`src/rtl/instruction_encoder_loader.sv`:
```
// rtl/instruction_encoder_loader.sv - encodes mnemonic commands into MIPS words and writes them sequentially to instruction memory
module instruction_encoder_loader #(
  parameter int ADDR_W    = 32,
  parameter int MAX_WORDS = 256,
  parameter int CNT_W     = 9
) (
  input  logic              Clk,
  input  logic              Reset,
  input  logic              Start,
  input  logic [ADDR_W-1:0] BaseAddr,
  input  logic              Abort,
  input  logic              CmdValid,
  output logic              CmdReady,
  input  logic [5:0]        CmdOp,
  input  logic [4:0]        CmdRs,
  input  logic [4:0]        CmdRt,
  input  logic [4:0]        CmdRd,
  input  logic [4:0]        CmdShamt,
  input  logic [25:0]       CmdImm,
  input  logic              CmdLast,
  output logic              IMemWrite,
  output logic [ADDR_W-1:0] IMemAddr,
  output logic [31:0]       IMemWriteData,
  output logic [CNT_W-1:0]  WordCount,
  output logic              Busy,
  output logic              Done,
  output logic              Error
);

  typedef enum logic [1:0] {Idle, Run, Finish} state_t;

  state_t            state;
  logic [ADDR_W-1:0] baseAddr;
  logic [CNT_W:0]    effCount;
  logic              accept;
  logic              opLegal;
  logic [31:0]       encWord;

  function automatic logic [31:0] rType(input logic [5:0] op, input logic [4:0] rs,
                                        input logic [4:0] rt, input logic [4:0] rd,
                                        input logic [4:0] sh, input logic [5:0] funct);
    return {op, rs, rt, rd, sh, funct};
  endfunction

  function automatic logic [31:0] iType(input logic [5:0] op, input logic [4:0] rs,
                                        input logic [4:0] rt, input logic [15:0] imm);
    return {op, rs, rt, imm};
  endfunction

  // A write registered this cycle has not reached WordCount yet, so count it here
  // to keep capacity checks and address generation correct on back-to-back accepts.
  assign effCount = {1'b0, WordCount} + (CNT_W+1)'(IMemWrite);
  assign CmdReady = (state == Run) && (effCount < (CNT_W+1)'(MAX_WORDS)) && !Abort;
  assign accept   = CmdValid && CmdReady;
  assign Busy     = (state != Idle);

  always_comb begin
    encWord = '0;
    opLegal = 1'b1;
    case (CmdOp)
      6'd0:  encWord = '0;
      6'd1:  encWord = rType(6'd0, CmdRs, CmdRt, CmdRd, 5'd0, 6'd32);
      6'd2:  encWord = rType(6'd0, CmdRs, CmdRt, CmdRd, 5'd0, 6'd33);
      6'd3:  encWord = rType(6'd0, CmdRs, CmdRt, CmdRd, 5'd0, 6'd34);
      6'd4:  encWord = rType(6'd0, CmdRs, CmdRt, CmdRd, 5'd0, 6'd35);
      6'd5:  encWord = rType(6'd0, CmdRs, CmdRt, CmdRd, 5'd0, 6'd36);
      6'd6:  encWord = rType(6'd0, CmdRs, CmdRt, CmdRd, 5'd0, 6'd37);
      6'd7:  encWord = rType(6'd0, CmdRs, CmdRt, CmdRd, 5'd0, 6'd38);
      6'd8:  encWord = rType(6'd0, CmdRs, CmdRt, CmdRd, 5'd0, 6'd39);
      6'd9:  encWord = rType(6'd0, CmdRs, CmdRt, CmdRd, 5'd0, 6'd42);
      6'd10: encWord = rType(6'd0, CmdRs, CmdRt, CmdRd, 5'd0, 6'd43);
      6'd11: encWord = rType(6'd0, 5'd0, CmdRt, CmdRd, CmdShamt, 6'd0);
      6'd12: encWord = rType(6'd0, CmdRs, CmdRt, CmdRd, 5'd0, 6'd4);
      6'd13: encWord = rType(6'd0, 5'd1, CmdRt, CmdRd, CmdShamt, 6'd2);
      6'd14: encWord = rType(6'd0, CmdRs, CmdRt, CmdRd, 5'd1, 6'd6);
      6'd15: encWord = rType(6'd0, CmdRs, CmdRt, CmdRd, 5'd0, 6'd10);
      6'd16: encWord = rType(6'd0, CmdRs, 5'd0, 5'd0, 5'd0, 6'd8);
      6'd17: encWord = iType(6'd8,  CmdRs, CmdRt, CmdImm[15:0]);
      6'd18: encWord = iType(6'd9,  CmdRs, CmdRt, CmdImm[15:0]);
      6'd19: encWord = iType(6'd12, CmdRs, CmdRt, CmdImm[15:0]);
      6'd20: encWord = iType(6'd13, CmdRs, CmdRt, CmdImm[15:0]);
      6'd21: encWord = iType(6'd14, CmdRs, CmdRt, CmdImm[15:0]);
      6'd22: encWord = iType(6'd10, CmdRs, CmdRt, CmdImm[15:0]);
      6'd23: encWord = iType(6'd11, CmdRs, CmdRt, CmdImm[15:0]);
      6'd24: encWord = iType(6'd15, 5'd0,  CmdRt, CmdImm[15:0]);
      6'd25: encWord = iType(6'd35, CmdRs, CmdRt, CmdImm[15:0]);
      6'd26: encWord = iType(6'd43, CmdRs, CmdRt, CmdImm[15:0]);
      6'd27: encWord = iType(6'd4,  CmdRs, CmdRt, CmdImm[15:0]);
      6'd28: encWord = iType(6'd5,  CmdRs, CmdRt, CmdImm[15:0]);
      6'd29: encWord = iType(6'd1,  CmdRs, 5'd0,  CmdImm[15:0]);
      6'd30: encWord = iType(6'd1,  CmdRs, 5'd1,  CmdImm[15:0]);
      6'd31: encWord = iType(6'd7,  CmdRs, 5'd0,  CmdImm[15:0]);
      6'd32: encWord = {6'd2, CmdImm};
      6'd33: encWord = {6'd3, CmdImm};
      6'd34: encWord = rType(6'd28, CmdRs, CmdRt, CmdRd, 5'd0, 6'd33);
      6'd35: encWord = rType(6'd28, CmdRs, CmdRt, CmdRd, 5'd0, 6'd32);
      6'd36: encWord = rType(6'd28, CmdRs, CmdRt, CmdRd, 5'd0, 6'd2);
      default: opLegal = 1'b0;
    endcase
  end

  always_ff @(posedge Clk) begin
    if (Reset) begin
      state         <= Idle;
      baseAddr      <= '0;
      IMemWrite     <= 1'b0;
      IMemAddr      <= '0;
      IMemWriteData <= '0;
      WordCount     <= '0;
      Done          <= 1'b0;
      Error         <= 1'b0;
    end else begin
      IMemWrite <= 1'b0;
      Done      <= 1'b0;
      if (IMemWrite)
        WordCount <= WordCount + CNT_W'(1);
      if (Abort) begin
        state <= Idle;
      end else begin
        case (state)
          Idle: if (Start) begin
            state     <= Run;
            baseAddr  <= BaseAddr & ~ADDR_W'(3);
            WordCount <= '0;
            Error     <= 1'b0;
          end
          Run: if (accept) begin
            if (opLegal) begin
              IMemWrite     <= 1'b1;
              IMemAddr      <= baseAddr + (ADDR_W'(effCount) << 2);
              IMemWriteData <= encWord;
            end else begin
              Error <= 1'b1;
            end
            if (CmdLast) begin
              state <= Finish;
              Done  <= 1'b1;
            end
          end
          Finish: state <= Idle;
          default: state <= Idle;
        endcase
      end
    end
  end

endmodule

```
`config.mk`:
```
export PLATFORM = sky130hd
export DESIGN_NAME = instruction_encoder_loader
export DESIGN_NICKNAME = d
export VERILOG_FILES = /design/src/rtl/instruction_encoder_loader.sv
export SDC_FILE = /design/constraint.sdc
export NUM_CORES = 1
export LEC_CHECK = 0
export BUFFER_PORTS_ARGS = -buffer_cell sky130_fd_sc_hd__buf_2
export CORE_MARGIN = 1.5
export CORE_UTILIZATION = 35
export CTS_CLUSTER_DIAMETER = 50
export DETAILED_ROUTE_END_ITERATION = 8
export PLACE_DENSITY = 0.57
export SLEW_MARGIN = 20
export SYNTH_ARGS = -nofsm -noshare
export SYNTH_HDL_FRONTEND = slang
export SYNTH_SLANG_ARGS = --single-unit
```
`constraint.sdc`:
```
create_clock -name Clk -period 6.1 [get_ports Clk]
set_input_delay 0.305 -clock Clk [delete_from_list [all_inputs] [get_ports Clk]]
set_output_delay 0.305 -clock Clk [all_outputs]
set_load 0.005 [all_outputs]
```
==> report_table.html, run 1 <==
<table>
<tr><th>Metric</th><th>Value</th></tr>
<tr><th colspan="2">Power and ir drop</th></tr>
<tr><td>Leakage power</td><td>around 2.8 nW</td></tr>
<tr><td>Worst voltage drop across the vdd grid</td><td>about 150 uV</td></tr>
<tr><td>Power density over cell area</td><td>216.4 nW/um2</td></tr>
<tr><th colspan="2">Synthesis</th></tr>
<tr><td>Netlist area before placement</td><td>about 5500 um2</td></tr>
<tr><td>Synth area leaders</td><td>sky130_fd_sc_hd__dfxtp_1 (39%), sky130_fd_sc_hd__nand2_1 (7.2%), sky130_fd_sc_hd__a21oi_1 (5.9%)</td></tr>
<tr><td>Top cell type's share of synthesized area</td><td>0.3861</td></tr>
<tr><td>Post-Syn Area per Cell</td><td>slightly above 8 um2</td></tr>
<tr><td>Fraction of the yosys area taken by sequential cells</td><td>0.3861</td></tr>
<tr><td>Post-synthesis sequential element count</td><td>between 100 and 150</td></tr>
<tr><td>Asr flop ratio synth</td><td>0</td></tr>
<tr><td>Number of synthesized flops with an enable pin</td><td>0</td></tr>
<tr><td>Cell taking the most area after synthesis</td><td>sky130_fd_sc_hd__dfxtp_1</td></tr>
<tr><td>Post-synthesis cell type count</td><td>62</td></tr>
<tr><td>Most frequently used flop master after synthesis</td><td>sky130_fd_sc_hd__dfxtp_1</td></tr>
<tr><td>Synthesis Warnings</td><td>0</td></tr>
<tr><td>Cells after synthesis</td><td>between 600 and 700</td></tr>
<tr><th colspan="2">Global routing</th></tr>
<tr><td>GRT Util Overall</td><td>0.1842</td></tr>
<tr><td>Pin count of the biggest net entering global routing</td><td>99</td></tr>
<tr><td>Wire length of the first global-routing pass</td><td>roughly 24 mm</td></tr>
<tr><td>Antenna violations before repair</td><td>0</td></tr>
<tr><td>Number of global-route vias before repair</td><td>between 4000 and 5000</td></tr>
<tr><td>Sum of overflow across all layers after global routing</td><td>0</td></tr>
<tr><th colspan="2">Worst setup path</th></tr>
<tr><td>Kind of capture point of the worst setup path</td><td>register</td></tr>
<tr><td>Origin of the critical flop-to-flop path</td><td>IMemWrite</td></tr>
<tr><td>Worst setup endpoint</td><td>IMemAddr[28]</td></tr>
<tr><td>Critical path type</td><td>reg -&gt; reg</td></tr>
<tr><td>Capture point of the worst reg-to-reg path</td><td>IMemAddr[28]</td></tr>
<tr><td>Reg-to-reg slack, setup</td><td>2600 ps</td></tr>
<tr><td>Data required time of the critical path</td><td>6280 ps</td></tr>
<tr><td>Critical-path maximum fanout</td><td>10</td></tr>
<tr><td>Kind of launch point of the worst setup path</td><td>register</td></tr>
<tr><td>FF-to-FF path depth</td><td>11</td></tr>
<tr><td>Signal arrival time at the worst endpoint</td><td>about 3700 ps</td></tr>
<tr><td>Critical path startpoint</td><td>IMemWrite</td></tr>
<tr><th colspan="2">Cells and area</th></tr>
<tr><td>Post-synthesis to final-layout area growth</td><td>21.99%</td></tr>
<tr><td>Post-layout net count</td><td>915</td></tr>
<tr><td>Number of standard cells in the final layout excluding fillers</td><td>between 1000 and 1500</td></tr>
<tr><td>Share of post-route cells with drive strength above 1</td><td>0.2402</td></tr>
<tr><th colspan="2">Floorplan</th></tr>
<tr><td>Total core area</td><td>between 15000 and 20000 um2</td></tr>
<tr><td>Chip height</td><td>between 100 and 150 um</td></tr>
<tr><td>I/O pin count</td><td>168</td></tr>
<tr><td>Starting density of the core</td><td>0.3602</td></tr>
<tr><td>Die area</td><td>around 16000 um2</td></tr>
<tr><td>Width of the chip</td><td>between 100 and 150 um</td></tr>
<tr><td>Number of cell rows</td><td>45</td></tr>
<tr><th colspan="2">Placement</th></tr>
<tr><td>Gpl congestion</td><td>0.8311</td></tr>
<tr><td>Estimated wirelength of the detail-placed design</td><td>about 11 mm</td></tr>
<tr><td>Cell count after placement</td><td>roughly 1000</td></tr>
<tr><td># port buffers</td><td>between 150 and 200</td></tr>
<tr><th colspan="2">Flow run</th></tr>
<tr><td>MaxCap Viol Count</td><td>0</td></tr>
<tr><th colspan="2">Outcome</th></tr>
<tr><td>Outcome</td><td>completed</td></tr>
<tr><th colspan="2">Clocking</th></tr>
<tr><td>CTS Hold Bufs</td><td>0</td></tr>
<tr><td>Clock-pin slew on the worst setup and hold paths</td><td>around 70 ps</td></tr>
<tr><td>Clock tree from TritonCTS</td><td>built</td></tr>
<tr><td>H-tree Lvls</td><td>3</td></tr>
<tr><td>Count of cells resized by post-cts repair</td><td>0</td></tr>
<tr><td>Clock Tree Root</td><td>sky130_fd_sc_hd__clkbuf_16</td></tr>
<tr><td>Post-CTS repair timing setup buffer count</td><td>0</td></tr>
<tr><td>Total clock buffers created by CTS</td><td>9</td></tr>
<tr><td>Sink Count</td><td>106</td></tr>
<tr><td>Buffer depth of the longest clock path</td><td>2</td></tr>
<tr><td>Worst-Skew Late Latency</td><td>350 ps</td></tr>
<tr><th colspan="2">Timing</th></tr>
<tr><td>Worst-margin pin slew</td><td>1027 ps</td></tr>
<tr><td>Worst relative slew slack</td><td>0.3152</td></tr>
<tr><td>Period minus WS final</td><td>~3500 ps</td></tr>
<tr><td>Period utilisation layout</td><td>0.5745</td></tr>
<tr><td>Setup repair after global routing missed its margin</td><td>false</td></tr>
<tr><td>Maximum clock skew at final layout</td><td>7.552 ps</td></tr>
<tr><td>Setup Total Neg Slack</td><td>0 ps</td></tr>
<tr><td>Maximum clock rate</td><td>approximately 290 MHz</td></tr>
<tr><td>Number of failing setup endpoints in the final timing report</td><td>0</td></tr>
<tr><td>Number of hold-slack violations in the final timing report</td><td>0</td></tr>
<tr><td>Final Slew Violations</td><td>0</td></tr>
<tr><th colspan="2">Detailed routing</th></tr>
<tr><td>Number of DRC violations after detailed routing</td><td>0</td></tr>
<tr><td>Count of nets left with antenna violations after detail routing</td><td>0</td></tr>
<tr><td>Routed wire length</td><td>between 15 and 20 mm</td></tr>
<tr><td>Post-detailed-route wirelength per cell</td><td>about 15 um</td></tr>
<tr><td>Number of vias after detailed routing</td><td>5247</td></tr>
<tr><td>Per-cell via count in the routed design</td><td>a little over 5</td></tr>
<tr><td>Pre-antenna DRT Iters</td><td>4</td></tr>
<tr><td>Starting DRT DRC Count</td><td>369</td></tr>
<tr><th colspan="2">Worst hold path</th></tr>
<tr><td>Hold crit path type</td><td>in -&gt; reg</td></tr>
<tr><td>Hold depth</td><td>3</td></tr>
</table>
==> synth_stat cells (5+ instances only) <==
| library cell | n |
|---|---|
| sky130_fd_sc_hd__nand2b_1 | 10 |
| sky130_fd_sc_hd__buf_2 | 5 |
| sky130_fd_sc_hd__inv_1 | 8 |
| sky130_fd_sc_hd__nand2_1 | 105 |
| sky130_fd_sc_hd__a22oi_1 | 21 |
| sky130_fd_sc_hd__a21oi_1 | 65 |
| sky130_fd_sc_hd__nor3_1 | 9 |
| sky130_fd_sc_hd__nor2_1 | 75 |
| sky130_fd_sc_hd__a21o_1 | 7 |
| sky130_fd_sc_hd__a211oi_1 | 23 |
| sky130_fd_sc_hd__and2_1 | 5 |
| sky130_fd_sc_hd__and3_1 | 8 |
| sky130_fd_sc_hd__clkbuf_1 | 39 |
| sky130_fd_sc_hd__nand4_1 | 5 |
| sky130_fd_sc_hd__xnor2_1 | 22 |
| sky130_fd_sc_hd__ha_1 | 13 |
| sky130_fd_sc_hd__dfxtp_1 | 106 |
| sky130_fd_sc_hd__a22o_1 | 15 |
| sky130_fd_sc_hd__xor2_1 | 20 |
| sky130_fd_sc_hd__nand3b_1 | 6 |
| sky130_fd_sc_hd__o211ai_1 | 7 |
| sky130_fd_sc_hd__nand3_1 | 12 |
| sky130_fd_sc_hd__o21ai_0 | 24 |
==> worst max-delay path, stage by stage, from the launching register on <==
cell and delay [ps]:
sky130_fd_sc_hd__dfxtp_1 450, sky130_fd_sc_hd__ha_1 220, sky130_fd_sc_hd__ha_1 240, sky130_fd_sc_hd__nand3_1 120, sky130_fd_sc_hd__xnor2_1 160, sky130_fd_sc_hd__ha_1 340
sky130_fd_sc_hd__a21o_1 200, sky130_fd_sc_hd__a221o_1 420, sky130_fd_sc_hd__a221oi_2 730, sky130_fd_sc_hd__nand4b_1 220, sky130_fd_sc_hd__xor2_1 150, sky130_fd_sc_hd__a211oi_1 80
==> stage by stage <==
step | hold WS, ps | utilization | power [mW] | area [um2] | setup WS [ps]
floorplan | 384.1 | - | 0.8230 | 5500 | 3143
global placement | 439.1 | 0.4199 | 0.8784 | 6407 | 2640
detailed placement | 445.2 | 0.4199 | 0.8805 | 6407 | 2604
global route | 179.8 | 0.4393 | 1.513 | 6703 | 2293
CTS | 178.8 | 0.4393 | 1.469 | 6703 | 2583
finish | 187.2 | 0.4394 | 1.451 | 6705 | 2595
==> cell type report <==
| cell class | count | area, um2 |
|---|---|---|
| multi-input combinational | 517 | 3128 |
| antenna | 1 | 2.502 |
| tap | 211 | 264.0 |
| sequential | 106 | 2122 |
| timing repair buffer | 169 | 863.3 |
| fill | 1558 | 8553 |
| clock buffer | 11 | 232.7 |
| clock inverter | 5 | 62.56 |
| inverter | 8 | 30.03 |
==> layer usage <==
| metal | up-vias | share of wire | routed length, um | track usage |
|---|---|---|---|---|
| li1 | 2669 | - | - | - |
| met1 | 2408 | 0.48 | 7371 | 0.2508 |
| met2 | 159 | 0.44 | 6690 | 0.2900 |
| met3 | 11 | 0.068 | 1028 | 0.03965 |
| met4 | 0 | 0.0088 | 134 | 0.06279 |
| met5 | - | 0 | 0 | 0 |
==> placed cells by master, fill, tap and decap left out, drive strengths merged, types with 6 or more instances in the layout <==
| cell type | instances |
|---|---|
| nand2 | 105 |
| a21oi | 67 |
| xor2 | 20 |
| inv | 9 |
| buf | 169 |
| nor2 | 75 |
| nand2b | 10 |
| clkbuf | 11 |
| a22oi | 21 |
| nand3b | 6 |
| a21o | 7 |
| nand3 | 12 |
| ha | 13 |
| and3 | 8 |
| a211oi | 23 |
| xnor2 | 22 |
| o21ai | 26 |
| nand4 | 6 |
| dfxtp | 106 |
| o211ai | 7 |
| nor3 | 9 |
| a22o | 15 |
==> power by group <==
group,total (mW),internal [mW],switching (mW)
Sequential,0.716,0.705,0.0111
Combinational,0.149,0.0620,0.0870
Clock,0.586,0.322,0.264
Total,1.45,1.09,0.362
==> registers in the layout (all words and copies together), names as in the netlist <==
register,count
Done,1
Error,1
IMemAddr,30
IMemWrite,1
IMemWriteData,32
WordCount,9
baseAddr,30
state,2
==> how the worst min path moves through the flow <==
stage	from	to	slack (ps)
detailed placement	IMemAddr[6]	IMemAddr[6]	450
global route	Abort	state[1]	180
CTS	Abort	state[1]	180
global placement	IMemWriteData[6]	IMemWriteData[6]	440
finish	BaseAddr[2]	baseAddr[2]	190
floorplan	Abort	Done	380
==> cells by family after synthesis <==
kind of cell	count (synthesis)	share of synthesized area
simple gates	264	0.2231
compound gates	193	0.2374
flops	106	0.3861
buf+inv	60	0.04894
xor+xnor	42	0.06692
fa+ha+maj	15	0.03506
other cells	1	0.0006822
mux	1	0.001821
No activity file was read; power rests on OpenSTA's default activity.
==> inputs of run 2 (changes only) <==
--- a/config.mk
+++ b/config.mk
@@ -10,7 +10,7 @@
 export CORE_UTILIZATION = 35
 export CTS_CLUSTER_DIAMETER = 50
 export DETAILED_ROUTE_END_ITERATION = 8
-export PLACE_DENSITY = 0.57
+export PLACE_DENSITY = 0.59
 export SLEW_MARGIN = 20
 export SYNTH_ARGS = -nofsm -noshare
 export SYNTH_HDL_FRONTEND = slang
==> constraint.sdc (replaced) <==
create_clock -name Clk -period 3.1 [get_ports Clk]
set_input_delay 0.155 -clock Clk [delete_from_list [all_inputs] [get_ports Clk]]
set_output_delay 0.155 -clock Clk [all_outputs]
set_load 0.005 [all_outputs]
==> run 2 against run 1 <==
  * Die area did not move
  * Clock power rose by 93%
  * Sequential cell count did not move
  * Critical path depth rose by 1
  * Power rose by 96%
  * Cell area rose by 2.8%
  * Clock-buffer cell count did not move
==> report_table.html, run 2 (synthesis results as in run 1) <==
<table>
<tr><th>Metric</th><th>Value</th></tr>
<tr><th colspan="2">Worst setup path</th></tr>
<tr><td>Data required time of the critical path</td><td>3370 ps (was 6280 ps)</td></tr>
<tr><td>Critical path type</td><td>reg -&gt; reg (unchanged)</td></tr>
<tr><td>Critical-path maximum fanout</td><td>5 (was 10)</td></tr>
<tr><td>Signal arrival time at the worst endpoint</td><td>3250 ps (was 3690 ps)</td></tr>
<tr><td>Cell type of the slowest stage on the worst timing path</td><td>sky130_fd_sc_hd__a221o_1 (was sky130_fd_sc_hd__a221oi_2)</td></tr>
<tr><td>Kind of capture point of the worst setup path</td><td>register (unchanged)</td></tr>
<tr><td>Longest individual stage delay on the worst path</td><td>400 ps (was 730 ps)</td></tr>
<tr><td>Kind of launch point of the worst setup path</td><td>register (unchanged)</td></tr>
<tr><td>Most used cell along the critical path</td><td>sky130_fd_sc_hd__ha_2 (was sky130_fd_sc_hd__ha_1)</td></tr>
<tr><td>Sequence of cells on the critical path</td><td>ha_2, ha_2, nand3_1, xnor2_2, ha_4, a21o_1, a221o_1, a221oi_4, buf_6, nor2b_1, xnor2_1, a211oi_1 (was ha_1, ha_1, nand3_1, xnor2_1, ha_1, a21o_1, a221o_1, a221oi_2, nand4b_1, xor2_1, a211oi_1)</td></tr>
<tr><td>FF-to-FF path depth</td><td>12 (was 11)</td></tr>
<tr><th colspan="2">Placement</th></tr>
<tr><td>Gpl congestion</td><td>0.7999 (was 0.8311)</td></tr>
<tr><td>Estimated wirelength of the detail-placed design</td><td>11.00 mm (was 10.86 mm)</td></tr>
<tr><td># port buffers</td><td>163 (unchanged)</td></tr>
<tr><td>Cell count after placement</td><td>1023 (was 1011)</td></tr>
<tr><th colspan="2">Flow run</th></tr>
<tr><td>MaxCap Viol Count</td><td>0 (unchanged)</td></tr>
<tr><th colspan="2">Clocking</th></tr>
<tr><td>H-tree Lvls</td><td>3 (unchanged)</td></tr>
<tr><td>Clock tree from TritonCTS</td><td>built (unchanged)</td></tr>
<tr><td>Clock-pin slew on the worst setup and hold paths</td><td>80 ps (was 70 ps)</td></tr>
<tr><td>Buffer depth of the longest clock path</td><td>2 (unchanged)</td></tr>
<tr><td>Sink Count</td><td>106 (unchanged)</td></tr>
<tr><td>Clock Tree Root</td><td>sky130_fd_sc_hd__clkbuf_16 (unchanged)</td></tr>
<tr><td>Worst-Skew Late Latency</td><td>360 ps (was 350 ps)</td></tr>
<tr><td>Total clock buffers created by CTS</td><td>9 (unchanged)</td></tr>
<tr><td>CTS Hold Bufs</td><td>0 (unchanged)</td></tr>
<tr><th colspan="2">Detailed routing</th></tr>
<tr><td>Pre-antenna DRT Iters</td><td>4 (unchanged)</td></tr>
<tr><td>Count of nets left with antenna violations after detail routing</td><td>0 (unchanged)</td></tr>
<tr><td>Number of DRC violations after detailed routing</td><td>0 (unchanged)</td></tr>
<tr><td>Post-detailed-route wirelength per cell</td><td>14.84 um (was 14.81 um)</td></tr>
<tr><td>Number of vias after detailed routing</td><td>5247 (unchanged)</td></tr>
<tr><td>Starting DRT DRC Count</td><td>362 (was 369)</td></tr>
<tr><td>Routed wire length</td><td>15.46 mm (was 15.22 mm)</td></tr>
<tr><td>Per-cell via count in the routed design</td><td>5.036 (was 5.104)</td></tr>
<tr><th colspan="2">Timing</th></tr>
<tr><td>Period utilisation layout</td><td>0.9600 (was 0.5745)</td></tr>
<tr><td>Number of failing setup endpoints in the final timing report</td><td>0 (unchanged)</td></tr>
<tr><td>Period minus WS final</td><td>2976 ps (was 3505 ps)</td></tr>
<tr><td>Number of hold-slack violations in the final timing report</td><td>0 (unchanged)</td></tr>
<tr><td>Worst relative slew slack</td><td>0.4338 (was 0.3152)</td></tr>
<tr><td>Maximum clock rate</td><td>336.0 MHz (was 285.3 MHz)</td></tr>
<tr><td>Final Slew Violations</td><td>0 (unchanged)</td></tr>
<tr><td>Worst-margin pin slew</td><td>849.4 ps (was 1027 ps)</td></tr>
<tr><td>Maximum clock skew at final layout</td><td>10.52 ps (was 7.552 ps)</td></tr>
<tr><th colspan="2">Cells and area</th></tr>
<tr><td>Post-route core utilization</td><td>0.4517 (was 0.4394)</td></tr>
<tr><td>Number of standard cells in the final layout excluding fillers</td><td>1042 (was 1028)</td></tr>
<tr><td>Post-layout net count</td><td>930 (was 915)</td></tr>
<tr><td>Most common cell after layout, fill and taps aside</td><td>sky130_fd_sc_hd__buf_2 (unchanged)</td></tr>
<tr><td>Share of post-route cells with drive strength above 1</td><td>0.2671 (was 0.2402)</td></tr>
<tr><td>Register with the most flip-flops</td><td>IMemWriteData (unchanged)</td></tr>
<tr><td>Largest registers</td><td>IMemWriteData: 32 flops, IMemAddr: 30 flops, baseAddr: 30 flops (unchanged)</td></tr>
<tr><td>Most frequent cells in the layout</td><td>sky130_fd_sc_hd__buf_2 (162), sky130_fd_sc_hd__dfxtp_1 (105), sky130_fd_sc_hd__nand2_1 (105) (was sky130_fd_sc_hd__buf_2 (162), sky130_fd_sc_hd__dfxtp_1 (106), sky130_fd_sc_hd__nand2_1 (105))</td></tr>
<tr><td>Number of flip-flops under the largest register name</td><td>32 (unchanged)</td></tr>
<tr><td>Post-synthesis to final-layout area growth</td><td>25.40% (was 21.99%)</td></tr>
<tr><td>Number of diodes</td><td>0 (was 1)</td></tr>
<tr><th colspan="2">Floorplan</th></tr>
<tr><td>Width of the chip</td><td>128.3 um (unchanged)</td></tr>
<tr><td>Starting density of the core</td><td>0.3602 (unchanged)</td></tr>
<tr><td>Die area</td><td>16460 um2 (unchanged)</td></tr>
<tr><td>Total core area</td><td>15260 um2 (unchanged)</td></tr>
<tr><td>I/O pin count</td><td>168 (unchanged)</td></tr>
<tr><td>Number of cell rows</td><td>45 (unchanged)</td></tr>
<tr><td>Chip height</td><td>128.3 um (unchanged)</td></tr>
<tr><th colspan="2">Global routing</th></tr>
<tr><td>Pin count of the biggest net entering global routing</td><td>53 (was 99)</td></tr>
<tr><td>Antenna violations before repair</td><td>0 (unchanged)</td></tr>
<tr><td>Number of global-route vias before repair</td><td>4823 (was 4967)</td></tr>
<tr><td>GRT Util Overall</td><td>0.1887 (was 0.1842)</td></tr>
<tr><td>Sum of overflow across all layers after global routing</td><td>0 (unchanged)</td></tr>
<tr><td>Wire length of the first global-routing pass</td><td>24.45 mm (was 24.39 mm)</td></tr>
<tr><th colspan="2">Outcome</th></tr>
<tr><td>Outcome</td><td>completed (unchanged)</td></tr>
<tr><th colspan="2">Worst hold path</th></tr>
<tr><td>Hold depth</td><td>3 (unchanged)</td></tr>
<tr><td>Hold crit path type</td><td>in -&gt; reg (unchanged)</td></tr>
<tr><th colspan="2">Power and ir drop</th></tr>
<tr><td>Worst voltage drop across the vdd grid</td><td>249.5 uV (was 150.5 uV)</td></tr>
<tr><td>Leakage power</td><td>2.882 nW (was 2.808 nW)</td></tr>
<tr><td>Power density over cell area</td><td>412.1 nW/um2 (was 216.4 nW/um2)</td></tr>
</table>
## run 2: cell types whose count changed in the layout (fill, tap and decap cells not counted), moves of 2 or more
cell                    previous run  this run
sky130_fd_sc_hd__buf_6             0         2
sky130_fd_sc_hd__ha_2              0         2
sky130_fd_sc_hd__ha_1             13         9
sky130_fd_sc_hd__ha_4              0         2
sky130_fd_sc_hd__inv_6             0         2
sky130_fd_sc_hd__buf_4             7        19
## run 2: repair_timing
item,CTS,global route
endpoints found under the hold margin,0,0
setup endpoints to repair,0,20
gates resized for setup,0,16
buffers inserted,0,2
## run 2: worst max-delay path, delay by kind of cell, from the launching register on
kind | cells | cell delay (ps)
buf+inv | 1 | 180
simple gates | 2 | 180
xor+xnor | 2 | 350
compound gates | 4 | 1170
flops | 1 | 360
fa+ha+maj | 3 | 630
## run 2: area by class of cell
type                    count  area [um2]
well taps                 211       264.0
repair buffers            184       996.0
inverters                   8       30.03
clock buffers              11       242.7
multi-input cells         517        3192
flip-flops and latches    106        2123
fillers                  1590        8366
clock inverters             5       45.04
## run 2: power breakdown
group	leakage (nW)	internal, mW	switching [mW]
logic	1.89	0.129	0.175
registers	0.858	1.39	0.0221
clock network	0.139	0.581	0.547
total	2.88	2.10	0.745
## run 2: per-layer routing
| metal | share of wire | global-route usage |
|---|---|---|
| met5 | 0 | 0 |
| met3 | 0.068 | 0.04883 |
| met2 | 0.43 | 0.2919 |
| met4 | 0.015 | 0.07006 |
| met1 | 0.49 | 0.2538 |
## run 2: stage by stage
stage	cell area (um2)	setup WS (ps)	total power [mW]	setup TNS, ps	hold WS, ps
2_1_floorplan	5500	142.6	1.619	0	234.1
3_3_place_gp	6510	146.6	1.742	0	400.8
3_5_place_dp	6510	93.67	1.741	0	406.2
4_1_cts	6798	76.71	2.873	0	12.99
5_1_grt	6893	-7.481	2.961	-11.21	31.35
6_report	6893	124.1	2.840	0	23.02
## run 2: worst paths after layout
kind / start / end / slack [ps]
hold reg to reg: IMemWriteData[4] / IMemWriteData[4] / 450
setup reg to reg: WordCount[0] / IMemAddr[20] / 120
hold / removal: BaseAddr[3] / baseAddr[3] / 20
setup / recovery: WordCount[0] / IMemAddr[20] / 120
